### src/rtl/nos_dac_serializer_if.sv
// Bus bundle for nos_dac_serializer: frame input side (data, start, ready,
// frame parameters) and DAC pin side (bck, sdata, le) plus status flags.
// Optional port mute exists only when NOS_DAC_SER_MUTE_EN is defined.
interface nos_dac_serializer_if #(
   parameter int CHANNELS = 2,
   parameter int IN_BITS  = 32,
   parameter int DIV_W    = 8
);
   logic [CHANNELS*IN_BITS-1:0] data;
   logic                        start;
   logic                        ready;
   logic [4:0]                  word_bits;
   logic [DIV_W-1:0]            half_div;
   logic                        bck_cont;
   logic                        bck;
   logic [CHANNELS-1:0]         sdata;
   logic                        le;
   logic                        busy;
   logic                        overrun;
`ifdef NOS_DAC_SER_MUTE_EN
   logic                        mute;
`endif

   // Frame source side.
   modport master (
`ifdef NOS_DAC_SER_MUTE_EN
      output mute,
`endif
      output data, start, word_bits, half_div, bck_cont,
      input  ready, bck, sdata, le, busy, overrun
   );

   // Serializer side.
   modport slave (
`ifdef NOS_DAC_SER_MUTE_EN
      input  mute,
`endif
      input  data, start, word_bits, half_div, bck_cont,
      output ready, bck, sdata, le, busy, overrun
   );
endinterface

### src/rtl/nos_dac_serializer.sv
// nos_dac_serializer: non-oversampling ladder-DAC serializer.
// Each frame is 33 bck periods: (32-N) pad periods, N data periods (MSB
// first, right-justified) and one latch period with le high. A one-frame
// holding buffer lets the next frame start right after the latch period.
// Optional feature macro: NOS_DAC_SER_MUTE_EN adds a mute input that loads
// zero words into the shifter while keeping frame timing unchanged.
module nos_dac_serializer #(
   parameter int CHANNELS = 2,
   parameter int IN_BITS  = 32,
   parameter int MAX_BITS = 24,
   parameter int DIV_W    = 8
) (
   input  logic                clk,
   input  logic                reset,
   nos_dac_serializer_if.slave bus
);

   localparam int         CNT_W = 6;
   localparam logic [4:0] MAX_N = 5'(MAX_BITS);

   typedef enum logic [1:0] {
      S_IDLE,
      S_PAD,
      S_DATA,
      S_LATCH
   } state_t;

   // Word length of 0 or beyond the DAC width saturates to the DAC width.
   function automatic logic [4:0] resolve_bits(input logic [4:0] wb);
      if (wb == 5'd0 || wb > MAX_N) return MAX_N;
      return wb;
   endfunction

   // Top MAX_BITS of the MSB-aligned word, or silence when muted.
   function automatic logic [MAX_BITS-1:0] frame_word(input logic [MAX_BITS-1:0] top,
                                                      input logic            m);
      return m ? '0 : top;
   endfunction

   // Frame control state
   state_t              state;
   logic [DIV_W-1:0]    div_cnt;
   logic                phase;
   logic [CNT_W-1:0]    per_cnt;
   logic [4:0]          n_r;
   logic [DIV_W-1:0]    hd_r;
   logic                bc_r;

   // Holding buffer (stage p0) and shifter (stage p1)
   logic                vld_p0;
   logic [4:0]          hold_n_p0;
   logic [DIV_W-1:0]    hold_hd_p0;
   logic                hold_bc_p0;
   logic [MAX_BITS-1:0] hold_w_p0 [CHANNELS];
   logic [MAX_BITS-1:0] sh_p1     [CHANNELS];

   // Registered outputs
   logic                bck_r;
   logic [CHANNELS-1:0] sdata_r;
   logic                le_r;
   logic                busy_r;
   logic                ready_r;
   logic                overrun_r;

   // Combinational helpers
   logic                mute_in;
   logic [MAX_BITS-1:0] din_w [CHANNELS];
   logic [CHANNELS-1:0] sh_msb;
   logic                half_end;
   logic                per_end;
   logic                latch_end;
   logic                accept;
   logic                load_now;
   logic                buf_wr;
   logic                buf_rd;
   logic                new_frame;
   logic                shift_en;
   logic [4:0]          nf_n;
   logic [DIV_W-1:0]    nf_hd;
   logic                nf_bc;
   logic                unused_data;

`ifdef NOS_DAC_SER_MUTE_EN
   assign mute_in = bus.mute;
`else
   assign mute_in = 1'b0;
`endif

   // Low-order input bits below the DAC width are never shifted out.
   assign unused_data = ^bus.data;

   assign half_end  = (div_cnt == hd_r);
   assign per_end   = phase & half_end;
   assign latch_end = (state == S_LATCH) & per_end;
   assign accept    = bus.start & ready_r;
   // A start in idle or in the final latch cycle goes straight to the shifter.
   assign load_now  = accept & ((state == S_IDLE) | latch_end);
   assign buf_wr    = accept & ~load_now;
   assign buf_rd    = latch_end & vld_p0;
   assign new_frame = load_now | buf_rd;
   // Shift at every period boundary that leads into a data period.
   assign shift_en  = per_end & (((state == S_PAD)  & (per_cnt == '0)) |
                                 ((state == S_DATA) & (per_cnt != '0)));

   assign nf_n  = buf_rd ? hold_n_p0  : resolve_bits(bus.word_bits);
   assign nf_hd = buf_rd ? hold_hd_p0 : bus.half_div;
   assign nf_bc = buf_rd ? hold_bc_p0 : bus.bck_cont;

   // Per-channel input words and current shifter MSBs.
   always_comb begin
      for (int k = 0; k < CHANNELS; k++) begin
         din_w[k]  = frame_word(bus.data[k*IN_BITS + IN_BITS - 1 -: MAX_BITS], mute_in);
         sh_msb[k] = sh_p1[k][MAX_BITS-1];
      end
   end

   // Frame FSM, bck/le/sdata generation, buffer occupancy and status flags.
   always_ff @(posedge clk or posedge reset) begin
      if (reset) begin
         state     <= S_IDLE;
         div_cnt   <= '0;
         phase     <= 1'b0;
         per_cnt   <= '0;
         n_r       <= MAX_N;
         hd_r      <= '0;
         bc_r      <= 1'b0;
         vld_p0    <= 1'b0;
         bck_r     <= 1'b0;
         sdata_r   <= '0;
         le_r      <= 1'b0;
         busy_r    <= 1'b0;
         ready_r   <= 1'b1;
         overrun_r <= 1'b0;
      end else begin
         overrun_r <= bus.start & ~ready_r;

         if (buf_wr) begin
            vld_p0  <= 1'b1;
            ready_r <= 1'b0;
         end else if (buf_rd) begin
            vld_p0  <= 1'b0;
            ready_r <= 1'b1;
         end

         if (new_frame) begin
            state   <= S_PAD;
            n_r     <= nf_n;
            hd_r    <= nf_hd;
            bc_r    <= nf_bc;
            per_cnt <= 6'd31 - 6'(nf_n);
            div_cnt <= '0;
            phase   <= 1'b0;
            bck_r   <= 1'b0;
            le_r    <= 1'b0;
            sdata_r <= '0;
            busy_r  <= 1'b1;
         end else if (state != S_IDLE) begin
            if (!half_end) begin
               div_cnt <= div_cnt + 1'b1;
            end else if (!phase) begin
               // Low half done: enter high half; pad keeps bck low unless continuous.
               phase   <= 1'b1;
               div_cnt <= '0;
               bck_r   <= (state != S_PAD) | bc_r;
            end else begin
               // Period boundary.
               phase   <= 1'b0;
               div_cnt <= '0;
               bck_r   <= 1'b0;
               unique case (state)
                  S_PAD: begin
                     if (per_cnt == '0) begin
                        state   <= S_DATA;
                        per_cnt <= 6'(n_r) - 6'd1;
                        sdata_r <= sh_msb;
                     end else begin
                        per_cnt <= per_cnt - 1'b1;
                     end
                  end
                  S_DATA: begin
                     if (per_cnt == '0) begin
                        state <= S_LATCH;
                        le_r  <= 1'b1;
                     end else begin
                        per_cnt <= per_cnt - 1'b1;
                        sdata_r <= sh_msb;
                     end
                  end
                  S_LATCH: begin
                     state   <= S_IDLE;
                     le_r    <= 1'b0;
                     busy_r  <= 1'b0;
                     sdata_r <= '0;
                  end
                  default: state <= S_IDLE;
               endcase
            end
         end
      end
   end

   // Holding buffer capture of a frame accepted while a frame is in flight.
   always_ff @(posedge clk or posedge reset) begin
      if (reset) begin
         hold_n_p0  <= MAX_N;
         hold_hd_p0 <= '0;
         hold_bc_p0 <= 1'b0;
         for (int k = 0; k < CHANNELS; k++) hold_w_p0[k] <= '0;
      end else if (buf_wr) begin
         hold_n_p0  <= resolve_bits(bus.word_bits);
         hold_hd_p0 <= bus.half_div;
         hold_bc_p0 <= bus.bck_cont;
         for (int k = 0; k < CHANNELS; k++) hold_w_p0[k] <= din_w[k];
      end
   end

   // Shifter load at frame start and MSB-first shift into each data period.
   always_ff @(posedge clk) begin
      for (int k = 0; k < CHANNELS; k++) begin
         if (new_frame)
            sh_p1[k] <= buf_rd ? hold_w_p0[k] : din_w[k];
         else if (shift_en)
            sh_p1[k] <= {sh_p1[k][MAX_BITS-2:0], 1'b0};
      end
   end

   assign bus.bck     = bck_r;
   assign bus.sdata   = sdata_r;
   assign bus.le      = le_r;
   assign bus.busy    = busy_r;
   assign bus.ready   = ready_r;
   assign bus.overrun = overrun_r;

endmodule

### src/flat_wrapper.sv
// flat-port wrapper written by rule: the top's interface ports become plain ports
module nos_dac_serializer_flat 
#(
   parameter int CHANNELS = 2,
   parameter int IN_BITS  = 32,
   parameter int MAX_BITS = 24,
   parameter int DIV_W    = 8
)
  (clk, reset, bus_data, bus_start, bus_word_bits, bus_half_div, bus_bck_cont, bus_ready, bus_bck, bus_sdata, bus_le, bus_busy, bus_overrun);
  nos_dac_serializer_if #(.CHANNELS(CHANNELS), .IN_BITS(IN_BITS), .DIV_W(DIV_W)) bus_i ();
  input  logic clk;
  input  logic reset;
  input wire logic [$bits(bus_i.data)-1:0] bus_data;
  input wire logic [$bits(bus_i.start)-1:0] bus_start;
  input wire logic [$bits(bus_i.word_bits)-1:0] bus_word_bits;
  input wire logic [$bits(bus_i.half_div)-1:0] bus_half_div;
  input wire logic [$bits(bus_i.bck_cont)-1:0] bus_bck_cont;
  output wire logic [$bits(bus_i.ready)-1:0] bus_ready;
  output wire logic [$bits(bus_i.bck)-1:0] bus_bck;
  output wire logic [$bits(bus_i.sdata)-1:0] bus_sdata;
  output wire logic [$bits(bus_i.le)-1:0] bus_le;
  output wire logic [$bits(bus_i.busy)-1:0] bus_busy;
  output wire logic [$bits(bus_i.overrun)-1:0] bus_overrun;
  assign bus_i.data = bus_data;
  assign bus_i.start = bus_start;
  assign bus_i.word_bits = bus_word_bits;
  assign bus_i.half_div = bus_half_div;
  assign bus_i.bck_cont = bus_bck_cont;
  assign bus_ready = bus_i.ready;
  assign bus_bck = bus_i.bck;
  assign bus_sdata = bus_i.sdata;
  assign bus_le = bus_i.le;
  assign bus_busy = bus_i.busy;
  assign bus_overrun = bus_i.overrun;
  nos_dac_serializer #(.CHANNELS(CHANNELS), .IN_BITS(IN_BITS), .MAX_BITS(MAX_BITS), .DIV_W(DIV_W)) u_core (.clk(clk), .reset(reset), .bus(bus_i));
endmodule
### config.mk
export PLATFORM = sky130hd
export DESIGN_NAME = nos_dac_serializer_flat
export DESIGN_NICKNAME = d
export VERILOG_FILES = /design/src/rtl/nos_dac_serializer_if.sv /design/src/rtl/nos_dac_serializer.sv /design/src/flat_wrapper.sv
export SDC_FILE = /design/constraint.sdc
export NUM_CORES = 1
export LEC_CHECK = 0
export CORE_MARGIN = 1.5
export CORE_UTILIZATION = 52
export CTS_BUF_LIST = sky130_fd_sc_hd__clkbuf_16
export DETAILED_ROUTE_END_ITERATION = 8
export PLACE_DENSITY_LB_ADDON = 0.08
export SLEW_MARGIN = 30
export SYNTH_ARGS = -nofsm -noshare
export SYNTH_HDL_FRONTEND = slang
export SYNTH_SLANG_ARGS = --single-unit
### constraint.sdc
create_clock -name clk -period 7.9 [get_ports clk]
set_input_delay 1.185 -clock clk [delete_from_list [all_inputs] [get_ports clk]]
set_output_delay 1.185 -clock clk [all_outputs]
set_load 0.01 [all_outputs]
==> impl_metrics.tcl, run 1 <==
set metrics [dict create \
    r2r_cells 6 \
    cap_viol_max_count 0 \
    grt_overflow 0 \
    start_kind "input port" \
    clockBufferDepth 2 \
    synth-edff-count 47 \
    syn_area_per_cell_um2 13.3 \
    grt_pass1_wl_um 24500 \
    areaGrowthSynthToFinish_pct 18.1 \
    syn-instance-count 559 \
    synthFlopType "dfrtp_1" \
    crit_fanout 47 \
    htreeDepth 4 \
    dp_hpwl_um 9110 \
    rsz0062_at_grt "false" \
    fp.dieArea_um2 15100 \
    hold_path_class "register to register" \
    synth_compound_area_frac 0.114 \
    synth_area_leaders "dfrtp_1, edfxtp_1, mux2_2, mux2i_1, o2bb2ai_2" \
    track_usage 0.211 \
    critPathKind "input port to register" \
    final-max-slew-violation-count 0 \
    cts_hold_buf 0 \
    clock_sinks 149 \
    mostFrequentLayoutCell "mux2_2" \
    antenna_cells 0 \
    clock.fmax_ghz 0.283 \
    clkLatencyLatePin_ns 0.42 \
    finalNonFillerCells 816 \
    ys_seq_area_frac 0.532 \
    cts_tree "yes" \
    vias 4780 \
    first_iter_violations 337 \
    synthXorXnorAreaFrac 0.0165 \
    cts_setup_buffers 0 \
    antenna_found_initial 0 \
    port-buffer-count 71 \
    numCtsBuffers 17 \
    drcViolationCount 0 \
    clk_transition_reported_paths_ns 0.06 \
    highest-signal-layer "met4" \
    slew_headroom 0.364 \
    worst_ep_arrival_time_ns 3.70 \
    synthMuxAreaShare 0.221 \
    detail-route-antenna-nets 0 \
    start_util 0.535 \
    yosys.area.top_type "dfrtp_1" \
    hold_violations 0 \
    routed-wl-met2_um 7270 \
    critical_path_required_ns 8.07 \
    drt-total-wl_um 14600 \
    vias_per_cell 5.86 \
    holdPathStages 1 \
    die_h_um 123 \
    clock_skew_ns 0.00758 \
    setup_viol 0 \
    first_pass_iters 4 \
    yosys_warnings 0 \
    met1_length_um 6390 \
    endpoint_kind "register" \
    worstMarginPinSlew_ns 0.954 \
    die_w_um 123 \
    p_leak_nw 3.26 \
    synth_top_family_by_area "multiplexers" \
    synth_cell_types 64 \
    root_buffer "clkbuf_16" \
    power_density_nw_per_um2 298 \
    layout.nets 711 \
    grt_max_degree 64 \
    yosys_register_bits 149 \
    run_status "finished, final reports clean" \
    wl_per_cell_um 17.9 \
    post_cts_resized 0 \
    place_inst 784 \
    wl_met3_um 759 \
    yosysTopAreaCellShare 0.322 \
    vdd_drop_max_mv 0.161 \
    num_rows 43 \
    grt_pass1_vias 4981 \
    layout_common_cells "mux2_2, dfrtp_1, clkdlybuf4s50_1" \
    synthesis.area_um2 7450 \
    core_um2 13900 \
    gp_congestion 0.872 \
    synthArstFlopShare 0.678 \
    finalCritPeriodShare 0.447 \
    period_needed_ns 3.53 \
    ios 88 \
    drive_gt1_frac 0.275 \
    synth_fa_ha_area_frac 0.0118 \
    yosys.area_share.simple 0.0682 \
    tns_ns 0 \
    synth_nets 647 \
]
logic make-up after synthesis:
logic type | Yosys count
XOR/XNOR | 14
AO/OA/AOI/OAI | 102
multiplexers | 151
flip-flops | 149
AND/OR/NAND/NOR | 93
adder cells (fa/ha/maj) | 7
buffers and inverters | 43
flip-flops by register name, summed over array words and instances (netlist names):
name and flops:
u_core.hold_w_p0 48, u_core.sh_p1 48, u_core.div_cnt 8, u_core.hd_r 8, u_core.hold_hd_p0 8, u_core.per_cnt 6, u_core.hold_n_p0 5, u_core.n_r 5
u_core.bus.sdata 2, u_core.state 2, u_core.bc_r 1, u_core.bus.bck 1, u_core.bus.busy 1, u_core.bus.le 1, u_core.bus.overrun 1, u_core.bus.ready 1
u_core.hold_bc_p0 1, u_core.phase 1, u_core.vld_p0 1
synth_stat cells (10+ instances only):
| master | number |
|---|---|
| mux2_2 | 107 |
| dfrtp_1 | 96 |
| edfxtp_1 | 47 |
| mux2i_1 | 40 |
| nand2_1 | 29 |
| o21ai_0 | 22 |
| o2bb2ai_2 | 19 |
| xnor2_1 | 13 |
| nand3_1 | 12 |
| a21oi_1 | 11 |
| inv_1 | 11 |
| buf_4 | 10 |
critical path, stage by stage:
cell,delay [ns]
clkdlybuf4s50_1,0.47
a21oi_1,0.19
nor2_1,0.15
a31o_1,0.46
nor3_4,0.25
buf_4,0.57
mux2_2,0.41
layer usage:
metal / vias to the layer above / global-route usage
li1: 2247 / -
met1: 2392 / 0.265
met2: 122 / 0.350
met3: 19 / 0.0627
met4: 0 / 0.0712
met5: - / 0
where the power goes:
group          switching [mW]  leakage, nW  internal (mW)  total, mW
clock network           0.312        0.261          0.428      0.741
registers               0.167         1.65           1.05       1.22
logic                   0.320         1.35          0.343      0.663
total                   0.799         3.26           1.82       2.62
worst paths after layout:
path / from / endpoint / slack (ns)
worst max-delay path: bus_start / u_core.sh_p1[0][6] / 4.37
worst min-delay path: u_core.sh_p1[0][23] / u_core.bus.sdata[0] / 0.48
worst max register to register: u_core.div_cnt[0] / u_core.sh_p1[0][6] / 4.64
worst min register to register: u_core.sh_p1[0][23] / u_core.bus.sdata[0] / 0.48
max in group asynchronous: reset / u_core.hold_n_p0[0] / 5.51
min in group asynchronous: reset / u_core.hold_w_p0[40] / 1.22
per-stage QoR:
stage | setup slack [ns] | total power [mW] | utilization | area [um2] | hold slack [ns]
3_5_place_dp | 3.95 | 1.89 | 0.593 | 8260 | 0.464
2_1_floorplan | 2.86 | 1.69 | - | 7450 | 0.449
4_1_cts | 4.38 | 2.64 | 0.631 | 8800 | 0.482
3_3_place_gp | 3.96 | 1.84 | 0.593 | 8260 | 0.461
5_1_grt | 4.22 | 2.78 | 0.632 | 8800 | 0.499
6_report | 4.37 | 2.62 | 0.632 | 8800 | 0.480
final cells by class:
| type | instances | area, um2 |
|---|---|---|
| clock buffers | 17 | 425 |
| clock inverters | 15 | 115 |
| fillers | 1078 | 5130 |
| inverters | 11 | 43.8 |
| multi-input cells | 367 | 3270 |
| flip-flops and latches | 149 | 3970 |
| well taps | 180 | 225 |
| repair buffers | 77 | 756 |
(Power assumes the default switching activity.)
==> run 2: changes to the inputs <==
- CORE_UTILIZATION: 52 -> 51
- clock period: 7.9 -> 3.1 ns (I/O delays scaled with it)
==> run 2 against run 1 <==
Effect of this change: die area increased by 1.9%; sequential share of layout area fell by 1.3 points; sequential power increased to 2.5 times the previous value; critical path type is now register to register; critical endpoint is now u_core.sh_p1[0][20]; largest power group unchanged; highest routed layer unchanged.
==> impl_metrics.tcl, run 2 (same netlist as run 1, synthesis figures left out) <==
set metrics [dict create \
    run_status "finished, final reports clean" \
    clkLatencyLatePin_ns 0.43 \
    numCtsBuffers 17 \
    clockBufferDepth 2 \
    endpoint_kind "register" \
    grt_overflow 0 \
    start_kind "register" \
    ios 88 \
    areaGrowthSynthToFinish_pct 21.6 \
    grt_max_degree 59 \
    critPathKind "register to register" \
    power_density_nw_per_um2 772 \
    finalCritPeriodShare 0.841 \
    htreeDepth 4 \
    layout.nets 726 \
    cts_tree "yes" \
    hold_violations 0 \
    post_cts_resized 0 \
    die_h_um 124 \
    p_int_mw 4.94 \
    place_area_um2 8450 \
    layout_common_cells "mux2_2, dfrtp_1, clkdlybuf4s50_1" \
    comb_power_share 0.250 \
    final_area_um2 9060 \
    start_util 0.529 \
    num_rows 43 \
    worst_ep_arrival_time_ns 2.78 \
    rsz0062_at_grt "false" \
    clock_skew_ns 0.00801 \
    setup_viol 0 \
    grt_pass1_wl_um 24800 \
    core_um2 14100 \
    hold_path_class "input port to async pin" \
    vias 4851 \
    p_leak_nw 3.39 \
    clock.fmax_ghz 0.383 \
    setup_ws_ns 0.492 \
    clock_sinks 149 \
    reg_top3 "u_core.hold_w_p0 (48), u_core.sh_p1 (48)" \
    first_pass_iters 6 \
    port-buffer-count 71 \
    swShare 0.294 \
    critical_path_required_ns 3.27 \
    cap_viol_max_count 0 \
    worstMarginPinSlew_ns 0.618 \
    drive_gt1_frac 0.292 \
    power_switching_mw 2.05 \
    drt-total-wl_um 14900 \
    root_buffer "clkbuf_16" \
    detail-route-antenna-nets 0 \
    die_w_um 124 \
    track_usage 0.214 \
    mostFrequentLayoutCell "mux2_2" \
    clk_transition_reported_paths_ns 0.06 \
    antenna_cells 0 \
    post-place-ws_ns 0.378 \
    grt_pass1_vias 5017 \
    vdd_drop_max_mv 0.460 \
    slew_headroom 0.587 \
    fp.dieArea_um2 15300 \
    cts_hold_buf 0 \
    pwr-share-clk 0.307 \
    cts_setup_buffers 0 \
    wl_per_cell_um 17.9 \
    p_seq_frac 0.442 \
    period_needed_ns 2.61 \
    vias_per_cell 5.84 \
    first_iter_violations 404 \
    antenna_found_initial 0 \
    tns_ns 0 \
    drcViolationCount 0 \
    dp_hpwl_um 9750 \
    gp_congestion 0.900 \
    final-max-slew-violation-count 0 \
    crit_fanout 58 \
]
==> run 2: metrics by stage <==
| step | total power [mW] | utilization | std cells | hold WS, ns |
|---|---|---|---|---|
| 2_1_floorplan | 4.31 | - | 559 | 0.449 |
| 3_5_place_dp | 4.85 | 0.599 | 799 | 0.469 |
| 6_report | 7.00 | 0.643 | 830 | 0.471 |
| 4_1_cts | 7.04 | 0.642 | 830 | 0.482 |
| 5_1_grt | 7.41 | 0.643 | 830 | 0.497 |
| 3_3_place_gp | 4.76 | 0.599 | 799 | 0.462 |
==> run 2: final cells by class <==
cell class,instances,area (um2)
Tap cell,180,225
Inverter,11,45.0
Timing Repair Buffer,92,943
Fill cell,1089,5040
Sequential cell,149,3970
Clock inverter,14,183
Multi-Input combinational cell,367,3270
Clock buffer,17,425
==> run 2: final timing paths <==
kind                       slack [ns]                start  depth (start not counted)                    to
max                              0.49      u_core.state[0]                          7   u_core.sh_p1[0][20]
min                              0.47                reset                          2     u_core.div_cnt[0]
max reg2reg                      0.49      u_core.state[0]                          7   u_core.sh_p1[0][20]
min reg2reg                      0.48  u_core.sh_p1[0][23]                          1   u_core.bus.sdata[0]
max in group asynchronous        1.99                reset                          3  u_core.hold_w_p0[29]
min in group clk                 0.48  u_core.sh_p1[0][23]                          1   u_core.bus.sdata[0]
==> run 2: power by group through the flow <==
stage	registers, mW	logic, mW	clock network, mW
global route	3.19	1.93	2.29
global placement	3.09	1.67	0
detailed placement	3.12	1.73	0
CTS	3.09	1.75	2.19
finish	3.10	1.75	2.15
floorplan	3.01	1.30	0
==> run 2: routing by layer <==
| metal | global-route usage | share of wire |
|---|---|---|
| met3 | 0.0636 | 0.051 |
| met2 | 0.343 | 0.49 |
| met1 | 0.273 | 0.44 |
| met5 | 0 | 0 |
| met4 | 0.0855 | 0.022 |
==> run 2: critical path, stage by stage, from the launching register on <==
cell and delay, ns:
dfrtp_1 0.39, ha_1 0.29, and2_1 0.25, nand2_1 0.17, nor3_4 0.20, buf_12 0.36
mux2_2 0.39, mux2_1 0.28
